**src/rtl/alu_sequencer.sv**
```systemverilog
// Control sequencer for the ALU/shifter/divider/HiLo datapath. Single-cycle ops
// return a result in the cycle after accept; DIVU runs the iterative divider, then commits to HiLo.
module alu_sequencer #(
    parameter int DIV_CYCLES = 32,
    parameter int CNT_W      = 6
) (
    input  logic       clk,
    input  logic       reset,
    input  logic       in_valid,
    output logic       in_ready,
    input  logic [5:0] Signal,
    input  logic       div_zero,
    output logic       div_start,
    output logic       hilo_we,
    output logic [5:0] mux_signal,
    output logic       out_valid,
    output logic       err
);

    localparam logic [5:0] OP_AND  = 6'b100100;
    localparam logic [5:0] OP_OR   = 6'b100101;
    localparam logic [5:0] OP_ADD  = 6'b100000;
    localparam logic [5:0] OP_SUB  = 6'b100010;
    localparam logic [5:0] OP_SLT  = 6'b101010;
    localparam logic [5:0] OP_SRL  = 6'b000010;
    localparam logic [5:0] OP_DIVU = 6'b011011;
    localparam logic [5:0] OP_MFHI = 6'b010000;
    localparam logic [5:0] OP_MFLO = 6'b010010;

    typedef enum logic [1:0] {IDLE, DIV, WB} state_t;

    state_t           state_q, state_d;
    logic [CNT_W-1:0] cnt_q, cnt_d;
    logic             div_start_q, div_start_d;
    logic             hilo_we_q, hilo_we_d;
    logic [5:0]       mux_q, mux_d;
    logic             out_valid_q, out_valid_d;
    logic             err_q, err_d;

    logic legal, is_divu, accept;

    always_comb begin
        legal = 1'b0;
        case (Signal)
            OP_AND, OP_OR, OP_ADD, OP_SUB, OP_SLT,
            OP_SRL, OP_DIVU, OP_MFHI, OP_MFLO: legal = 1'b1;
            default:                           legal = 1'b0;
        endcase
    end

    assign is_divu  = (Signal == OP_DIVU);
    assign in_ready = (state_q == IDLE) & reset;
    assign accept   = in_valid & in_ready;

    always_comb begin
        state_d     = state_q;
        cnt_d       = cnt_q;
        div_start_d = 1'b0;
        hilo_we_d   = 1'b0;
        out_valid_d = 1'b0;
        err_d       = 1'b0;
        mux_d       = mux_q;
        case (state_q)
            IDLE: begin
                if (accept) begin
                    if (!legal) begin
                        out_valid_d = 1'b1;
                        err_d       = 1'b1;
                        mux_d       = 6'b000000;
                    end else if (is_divu && div_zero) begin
                        // Divide-by-zero is reported at once; divider and HiLo are left untouched.
                        out_valid_d = 1'b1;
                        err_d       = 1'b1;
                        mux_d       = OP_DIVU;
                    end else if (is_divu) begin
                        state_d     = DIV;
                        cnt_d       = CNT_W'(DIV_CYCLES - 1);
                        div_start_d = 1'b1;
                    end else begin
                        out_valid_d = 1'b1;
                        mux_d       = Signal;
                    end
                end
            end
            DIV: begin
                if (cnt_q == '0) begin
                    state_d   = WB;
                    hilo_we_d = 1'b1;
                end else begin
                    cnt_d = cnt_q - CNT_W'(1);
                end
            end
            WB: begin
                state_d     = IDLE;
                out_valid_d = 1'b1;
                mux_d       = OP_DIVU;
            end
            default: state_d = IDLE;
        endcase
    end

    always_ff @(posedge clk or negedge reset) begin
        if (!reset) begin
            state_q     <= IDLE;
            cnt_q       <= '0;
            div_start_q <= 1'b0;
            hilo_we_q   <= 1'b0;
            mux_q       <= 6'b000000;
            out_valid_q <= 1'b0;
            err_q       <= 1'b0;
        end else begin
            state_q     <= state_d;
            cnt_q       <= cnt_d;
            div_start_q <= div_start_d;
            hilo_we_q   <= hilo_we_d;
            mux_q       <= mux_d;
            out_valid_q <= out_valid_d;
            err_q       <= err_d;
        end
    end

    assign div_start  = div_start_q;
    assign hilo_we    = hilo_we_q;
    assign mux_signal = mux_q;
    assign out_valid  = out_valid_q;
    assign err        = err_q;

endmodule

```
**config.mk**
```make
export PLATFORM = sky130hd
export DESIGN_NAME = alu_sequencer
export DESIGN_NICKNAME = d
export VERILOG_FILES = /design/src/rtl/alu_sequencer.sv
export SDC_FILE = /design/constraint.sdc
export NUM_CORES = 1
export LEC_CHECK = 0
export BUFFER_PORTS_ARGS = -buffer_cell sky130_fd_sc_hd__buf_2
export CORE_MARGIN = 2
export CORE_UTILIZATION = 50
export CTS_BUF_LIST = sky130_fd_sc_hd__clkbuf_8
export CTS_CLUSTER_SIZE = 14
export DETAILED_ROUTE_END_ITERATION = 12
export PLACE_DENSITY = 0.84
export SYNTH_ARGS = -nofsm -noshare
export SYNTH_HDL_FRONTEND = slang
export SYNTH_SLANG_ARGS = --single-unit
```
**constraint.sdc**
```tcl
create_clock -name clk -period 3.55 [get_ports clk]
set_input_delay 0.71 -clock clk [delete_from_list [all_inputs] [get_ports clk]]
set_output_delay 0.71 -clock clk [all_outputs]
set_load 0.05 [all_outputs]
```
==> results of run 1 <==
-- critical path, cell delays in order --
cell and delay, ns:
buf_2 0.35, nor3b_1 0.22, buf_2 0.29
-- per-stage QoR --
stage,util,hold WS [ns],std cells,setup slack [ns],instance area (sq um)
final,0.637,0.387,135,1.27,1110
after global routing,0.637,0.410,135,1.10,1110
after CTS,0.637,0.395,135,1.24,1110
after detailed placement,0.606,0.479,131,1.09,1060
after global placement,0.606,0.467,131,1.19,1060
after floorplan,-,0.414,88,0.984,938
-- report_power, final --
part / internal, mW / switching, mW
combinational: 0.0791 / 0.124
clock: 0.0983 / 0.0627
sequential: 0.247 / 0.0391
-- layout by cell type, fill, tap and decap left out, drive strengths merged, types with 2 or more instances in the layout --
cell / n
a21oi: 5
a31o: 4
a31oi: 2
a32o: 2
buf: 20
clkbuf: 4
dfrtp: 18
ha: 2
inv: 8
nand2: 2
nand2b: 3
nand3: 2
nor2: 7
nor2b: 3
nor3b: 2
o21ai: 7
or2b: 3
or3: 2
-- per-layer routing --
layer	vias up	routed length, um
met5	-	0
met4	0	12
met3	2	83
met2	19	836
met1	355	866
li1	362	-
-- state kept, by name, indices dropped and copies added (netlist names) --
register    count
cnt_q           6
div_start       1
err             1
hilo_we         1
mux_signal      6
out_valid       1
state_q         2
-- final cells by class --
class	instances	share of cell area
sequential	18	0.405
multi-input combinational	60	0.400
timing repair buffer	20	0.0900
clock buffer	4	0.0495
tap	25	0.0281
inverter	8	0.0270
-- cells in the mapped netlist --
library cell | count | share of area
nor2_2 | 1 | 0.0067
a41oi_1 | 1 | 0.0093
mux2i_1 | 1 | 0.011
or2b_1 | 3 | 0.024
a21oi_1 | 5 | 0.027
ha_1 | 2 | 0.027
a22o_1 | 1 | 0.0093
nor3_1 | 1 | 0.0053
a31oi_1 | 1 | 0.0067
nor3b_1 | 1 | 0.0080
nand4bb_1 | 1 | 0.012
nand2_1 | 2 | 0.0080
a31oi_4 | 1 | 0.023
o21ai_1 | 6 | 0.032
buf_4 | 1 | 0.0080
nor3b_2 | 1 | 0.013
a32o_1 | 2 | 0.021
o22a_1 | 1 | 0.0093
a31o_1 | 4 | 0.037
o21ai_0 | 1 | 0.0053
or3_1 | 2 | 0.013
a2bb2oi_2 | 1 | 0.016
o32a_1 | 1 | 0.011
nor2b_1 | 3 | 0.020
nor2_1 | 6 | 0.024
and3_1 | 1 | 0.0067
or2_1 | 1 | 0.0067
buf_2 | 1 | 0.0053
inv_1 | 8 | 0.032
nand4_1 | 1 | 0.0067
dfrtp_1 | 18 | 0.48
nand2b_1 | 3 | 0.020
o21a_1 | 1 | 0.0080
nor4b_2 | 1 | 0.016
o22ai_4 | 1 | 0.021
nand3_1 | 2 | 0.011
-- cell families (layout without fill, tap and decap cells) --
group                    count (synthesis)  after routing
adder cells (fa/ha/maj)                  2              2
multiplexers                             1              1
AO/OA/AOI/OAI                           27             27
buffers and inverters                   10             32
AND/OR/NAND/NOR                         30             30
flip-flops                              18             18
-- worst paths after layout --
path                                        endpoint  slack [ns]  cells after the start
max reg2reg                mux_signal[5]$_DFFE_PN0P_        1.71                      4
min in group clk                cnt_q[5]$_DFFE_PN0P_        0.49                      1
min                                    err$_DFF_PN0_        0.39                      1
max in group asynchronous  mux_signal[4]$_DFFE_PN0P_        2.87                      1
min reg2reg                     cnt_q[5]$_DFFE_PN0P_        0.49                      1
max                                         in_ready        1.27                      3
==> flow_summary.ini, run 1 <==
[routing]
vias = 738
drt_iter0_drc = 11
wl_per_cell_um = 13.3
firstDrtPassIters = 4
ant_nets = 0
routed_wl_mm = 1.80
drc_errors = 0
via_per_inst = 5.47

[floorplanning]
fp.dieW_um = 47.3
coreArea_sq_um = 1750
dieArea_sq_um = 2240
die_height_um = 47.3
start_util = 0.538
rows = 15
ios = 21

[power]
power.density_nw_per_um2 = 585
finalPower_mw = 0.651
vdd_drop_max_uv = 276
p_leak_nw = 0.511

[placement]
gp_congestion = 0.831
port_buffers = 20
dp_hpwl_mm = 1.32

[setup_path]
worst-endpoint-required_ns = 2.84
critPathLaunchType = primary input
crit_path_start = reset
crit_fanout = 20
criticalPathCategory = in2out
reg2reg_from = state_q[0]$_DFFE_PN0P_
worstSetupEndpointType = output pin
worstPathArrival_ns = 1.57

[logic_synthesis]
ys_seq_elements = 18
mappedNetlistArea_sq_um = 938
synthXorXnorAreaFrac = 0
muxShareOfSynthArea = 0.0107
synthSimpleGateAreaFrac = 0.201
ys_seq_area_frac = 0.480
yosysWarnings = 0
syn_nets = 100
ys_types = 36
synthAdderAreaFrac = 0.0267
synth_compound_area_frac = 0.236
synth_top_family_by_area = compound AO/OA/AOI/OAI gates
synthCells = 88
avgSynthCellArea_sq_um = 10.7

[clock_tree]
clk-insertion-delay-late_ns = 0.25
cts-htree-levels = 1
ctsHoldBuffers = 0
cts_root_buffer = clkbuf_8
postCtsSetupRepairBufs = 0
cts_buffer_depth = 2
cts_buffers = 3
cts_tree = yes
clk_pin_slew_worst_paths_ns = 0.07
clock_sinks = 18
post_cts_resize_count = 0

[run]
maxCapViolations = 0

[global_routing]
grt_overflow = 0
use_met1 = 0.246
grt_pass1_vias = 637
grt-busiest-layer = met2
grt_util_all_layers = 0.178
grt_max_degree = 21
antenna_found_initial = 0
grt_pass1_wl_mm = 2.74
use_met3 = 0.0346
grtUsageMet2 = 0.268

[timing]
rsz0062_at_grt = false
period_share = 0.642
relSlewSlack = 0.526
fin_setup_tns_ns = 0
setup_viol = 0
fmax_ghz = 0.439
hold_violations = 0
slew_violations = 0
clock_skew_ns = 0.00489
worst_pin_slew_ns = 0.711
fin_crit_ns = 2.28

[final_layout]
drive_above_1_share = 0.273
area.sequential_sq_um = 450
nNetsFinal = 123
num_antenna_cells = 0
areaGrowthSynthToFinish_pct = 18.5
nFillCells = 147
multi_input_area_sq_um = 445

[run_status]
status = complete, no violations

[worst_hold_path]
hold_class = in2async
(Power assumes the default switching activity.)
==> inputs of run 2 (changes only) <==
--- a/config.mk
+++ b/config.mk
@@ -7,11 +7,11 @@
 export LEC_CHECK = 0
 export BUFFER_PORTS_ARGS = -buffer_cell sky130_fd_sc_hd__buf_2
 export CORE_MARGIN = 2
-export CORE_UTILIZATION = 50
+export CORE_UTILIZATION = 49
 export CTS_BUF_LIST = sky130_fd_sc_hd__clkbuf_8
 export CTS_CLUSTER_SIZE = 14
 export DETAILED_ROUTE_END_ITERATION = 12
-export PLACE_DENSITY = 0.84
+export PLACE_DENSITY = 0.85
 export SYNTH_ARGS = -nofsm -noshare
 export SYNTH_HDL_FRONTEND = slang
 export SYNTH_SLANG_ARGS = --single-unit
==> constraint.sdc (replaced) <==
create_clock -name clk -period 1.83 [get_ports clk]
set_input_delay 0.366 -clock clk [delete_from_list [all_inputs] [get_ports clk]]
set_output_delay 0.366 -clock clk [all_outputs]
set_load 0.05 [all_outputs]
==> flow_summary.ini, run 2 (synthesis gave the netlist of run 1 again) <==
[floorplanning]
ios = 21
dieArea_sq_um = 2280
fp.dieW_um = 47.8
coreArea_sq_um = 1760
start_util = 0.532
rows = 15
die_height_um = 47.8

[setup_path]
rr_worst_depth = 4
worstPathArrival_ns = 1.72
worst-endpoint-required_ns = 1.96
criticalPathCategory = reg2reg
worstSetupEndpointType = flop
crit_fanout = 9
critPathLaunchType = flop

[clock_tree]
clk-insertion-delay-late_ns = 0.26
cts-htree-levels = 1
postCtsSetupRepairBufs = 0
cts_root_buffer = clkbuf_8
cts_buffers = 3
cts_buffer_depth = 2
ctsHoldBuffers = 0
clock_sinks = 18
clk_pin_slew_worst_paths_ns = 0.07
cts_tree = yes
post_cts_resize_count = 0

[timing]
fin_crit_ns = 1.58
worst_pin_slew_ns = 0.282
fmax_ghz = 0.632
fin_setup_tns_ns = 0
hold_violations = 0
rsz0062_at_grt = false
relSlewSlack = 0.811
hold_ws_ns = 0.0375
period_share = 0.865
slew_violations = 0
clock_skew_ns = 0.00359
setup_viol = 0

[power]
clkPwrFrac = 0.255
p_int_mw = 0.830
p_leak_nw = 0.529
switching_power_mw = 0.456
vdd_drop_max_uv = 1060
swShare = 0.355
p_seq_frac = 0.434
combPwrFrac = 0.311
power.density_nw_per_um2 = 1130
finalPower_mw = 1.29

[final_layout]
num_antenna_cells = 0
drive_above_1_share = 0.301
final_cells = 138
areaGrowthSynthToFinish_pct = 21.5
final_common_cell = buf_2
layout_common_cells = buf_2, dfrtp_1, inv_1, nor2_1, o21ai_1
nNetsFinal = 126
nFillCells = 158

[global_routing]
grt_max_degree = 11
grt_pass1_wl_mm = 3.33
grt_pass1_vias = 740
grt_util_all_layers = 0.218
antenna_found_initial = 0
grt_overflow = 0

[routing]
wl_per_cell_um = 14.2
drt_iter0_drc = 12
firstDrtPassIters = 4
routed_wl_mm = 1.97
vias = 753
drc_errors = 0
via_per_inst = 5.46
ant_nets = 0

[placement]
placed_cells = 134
port_buffers = 20
dp_hpwl_mm = 1.53
gp_congestion = 0.869

[run_status]
status = complete, no violations

[run]
maxCapViolations = 0

[worst_hold_path]
hold_class = in2async
-- run 2: path summary, 6_finish.rpt --
kind	slack (ns)	start	end
setup / recovery	0.25	state_q[0]$_DFFE_PN0P_	cnt_q[5]$_DFFE_PN0P_
hold / removal	0.04	reset	mux_signal[5]$_DFFE_PN0P_
setup reg to reg	0.25	state_q[0]$_DFFE_PN0P_	cnt_q[5]$_DFFE_PN0P_
hold reg to reg	0.51	mux_signal[5]$_DFFE_PN0P_	mux_signal[5]$_DFFE_PN0P_
max in group asynchronous	1.64	reset	cnt_q[5]$_DFFE_PN0P_
min in group clk	0.41	Signal[3]	mux_signal[3]$_DFFE_PN0P_
-- run 2: metrics by stage --
stage               worst slack [ns]  area, sq um   util
finish                         0.247         1140  0.646
global route                   0.164         1140  0.646
CTS                            0.250         1140  0.646
detailed placement             0.176         1080  0.615
global placement               0.278         1080  0.615
floorplan                      0.353          943      -
-- run 2: per-layer routing --
| layer | GRT usage | share of wire | vias to the layer above |
|---|---|---|---|
| met5 | 0 | 0 | - |
| met3 | 0.0604 | 0.068 | 5 |
| li1 | - | - | 367 |
| met1 | 0.274 | 0.44 | 355 |
| met4 | 0.0973 | 0.018 | 0 |
| met2 | 0.349 | 0.47 | 26 |
-- run 2: worst max-delay path, stage by stage, from the launching register on --
cell	delay, ns
dfrtp_1	0.46
nand4bb_1	0.29
nor3b_2	0.34
or2_1	0.25
a31oi_1	0.12
-- run 2: power by group through the flow --
stage | clock, mW | combinational (mW) | sequential (mW)
3_3_place_gp | 0 | 0.382 | 0.560
5_1_grt | 0.356 | 0.443 | 0.569
3_5_place_dp | 0 | 0.400 | 0.563
2_1_floorplan | 0 | 0.269 | 0.591
6_report | 0.328 | 0.400 | 0.559
4_1_cts | 0.333 | 0.402 | 0.557
-- run 2: final cells by class --
type | instances | area (sq um) | area share
Multi-Input combinational cell | 60 | 450 | 0.395
Clock buffer | 4 | 55.1 | 0.0483
Inverter | 8 | 30.0 | 0.0263
Sequential cell | 18 | 450 | 0.395
Tap cell | 25 | 31.3 | 0.0274
Timing Repair Buffer | 23 | 123 | 0.108
==> inputs of run 3 (changes only) <==
--- a/config.mk
+++ b/config.mk
@@ -7,11 +7,11 @@
 export LEC_CHECK = 0
 export BUFFER_PORTS_ARGS = -buffer_cell sky130_fd_sc_hd__buf_2
 export CORE_MARGIN = 2
-export CORE_UTILIZATION = 49
+export CORE_UTILIZATION = 40
 export CTS_BUF_LIST = sky130_fd_sc_hd__clkbuf_8
 export CTS_CLUSTER_SIZE = 14
 export DETAILED_ROUTE_END_ITERATION = 12
-export PLACE_DENSITY = 0.85
+export PLACE_DENSITY = 0.73
 export SYNTH_ARGS = -nofsm -noshare
 export SYNTH_HDL_FRONTEND = slang
 export SYNTH_SLANG_ARGS = --single-unit
==> flow_summary.ini, run 3 (synthesis gave the netlist of run 1 again) <==
[placement]
port_buffers = 20
gp_congestion = 0.901
dp_hpwl_mm = 1.48
place_ws_ns = 0.222
placed_cells = 138

[global_routing]
antenna_found_initial = 0
grt_pass1_wl_mm = 3.22
grt_pass1_vias = 734
use_met3 = 0.0571
grt_max_degree = 12
grt_overflow = 0
grtUsageMet2 = 0.267
use_met1 = 0.191
grt_util_all_layers = 0.161
grt-busiest-layer = met2

[clock_tree]
cts_tree = yes
ctsHoldBuffers = 0
clock_sinks = 18
clk-insertion-delay-late_ns = 0.25
post_cts_resize_count = 0
cts_buffers = 3
cts-htree-levels = 1
postCtsSetupRepairBufs = 0
clk_pin_slew_worst_paths_ns = 0.07
cts_buffer_depth = 2
cts_root_buffer = clkbuf_8

[setup_path]
critPathLaunchType = flop
worstSetupEndpointType = flop
rr_worst_depth = 5
worst-endpoint-required_ns = 1.98
r2r_end = mux_signal[0]$_DFFE_PN0P_
worstPathArrival_ns = 1.76
criticalPathCategory = reg2reg
r2r_slack_ns = 0.22
reg2reg_from = state_q[0]$_DFFE_PN0P_
crit_fanout = 9

[floorplanning]
rows = 17
ios = 21
start_util = 0.424
coreArea_sq_um = 2210
die_height_um = 52.4
fp.dieW_um = 52.4
dieArea_sq_um = 2750

[run_status]
status = complete, no violations

[timing]
relSlewSlack = 0.795
fmax_ghz = 0.620
slew_violations = 0
rsz0062_at_grt = false
period_share = 0.882
fin_crit_ns = 1.61
clock_skew_ns = 0.00582
finalWorstSetupSlack_ns = 0.216
worst_pin_slew_ns = 0.308
setup_viol = 0
hold_violations = 0
fin_setup_tns_ns = 0

[final_layout]
nNetsFinal = 127
multi_input_area_sq_um = 450
num_antenna_cells = 0
layout_common_cells = buf_2, dfrtp_1, inv_1, nor2_1, o21ai_1
drive_above_1_share = 0.301
final_util = 0.514
final_cells = 141
area.sequential_sq_um = 450
areaGrowthSynthToFinish_pct = 21.2
nFillCells = 220
final_common_cell = buf_2

[routing]
wl_per_cell_um = 13.0
drt_iter0_drc = 12
drc_errors = 0
routed_wl_mm = 1.84
via_per_inst = 5.28
ant_nets = 0
firstDrtPassIters = 4
vias = 744

[power]
power.density_nw_per_um2 = 1080
p_leak_nw = 0.528
vdd_drop_max_uv = 784

[worst_hold_path]
hold_class = in2async

[run]
maxCapViolations = 0
run 3: layout make-up:
cell class / count / area share
Multi-Input combinational cell: 60 / 0.396
Tap cell: 28 / 0.0308
Inverter: 8 / 0.0264
Timing Repair Buffer: 24 / 0.114
Clock buffer: 3 / 0.0363
Sequential cell: 18 / 0.396
run 3: worst max path at each step:
stage / from / to / slack, ns
global placement: Signal[0] / mux_signal[2]$_DFFE_PN0P_ / 0.27
global route: state_q[0]$_DFFE_PN0P_ / mux_signal[1]$_DFFE_PN0P_ / 0.05
detailed placement: state_q[0]$_DFFE_PN0P_ / mux_signal[0]$_DFFE_PN0P_ / 0.22
CTS: state_q[0]$_DFFE_PN0P_ / mux_signal[0]$_DFFE_PN0P_ / 0.22
floorplan: state_q[0]$_DFFE_PN0P_ / in_ready / 0.35
finish: state_q[0]$_DFFE_PN0P_ / mux_signal[0]$_DFFE_PN0P_ / 0.22
run 3: per-layer routing:
metal,part of all wire,vias to the layer above
met4,0.011,0
met2,0.49,24
met5,0,-
li1,-,370
met1,0.43,346
met3,0.060,4
run 3: critical path: stages, from the launching register on:
cell       delay (ns)
dfrtp_1          0.46
nand4bb_1        0.28
a21oi_1          0.31
buf_4            0.22
o21ai_1          0.06
a31o_1           0.18
run 3: through the flow:
stage,power [mW],instance area (sq um),hold WS [ns]
floorplan,0.860,943,0.0704
global placement,0.944,1100,0.329
detailed placement,0.964,1100,0.325
CTS,1.24,1140,0.0487
global route,1.31,1140,0.0570
finish,1.23,1140,0.0468
run 3: where the power goes:
part	leakage (nW)	internal [mW]	switching (mW)
registers	0.232	0.480	0.0738
logic	0.274	0.159	0.241
clock network	0.0216	0.146	0.127
total	0.528	0.785	0.441
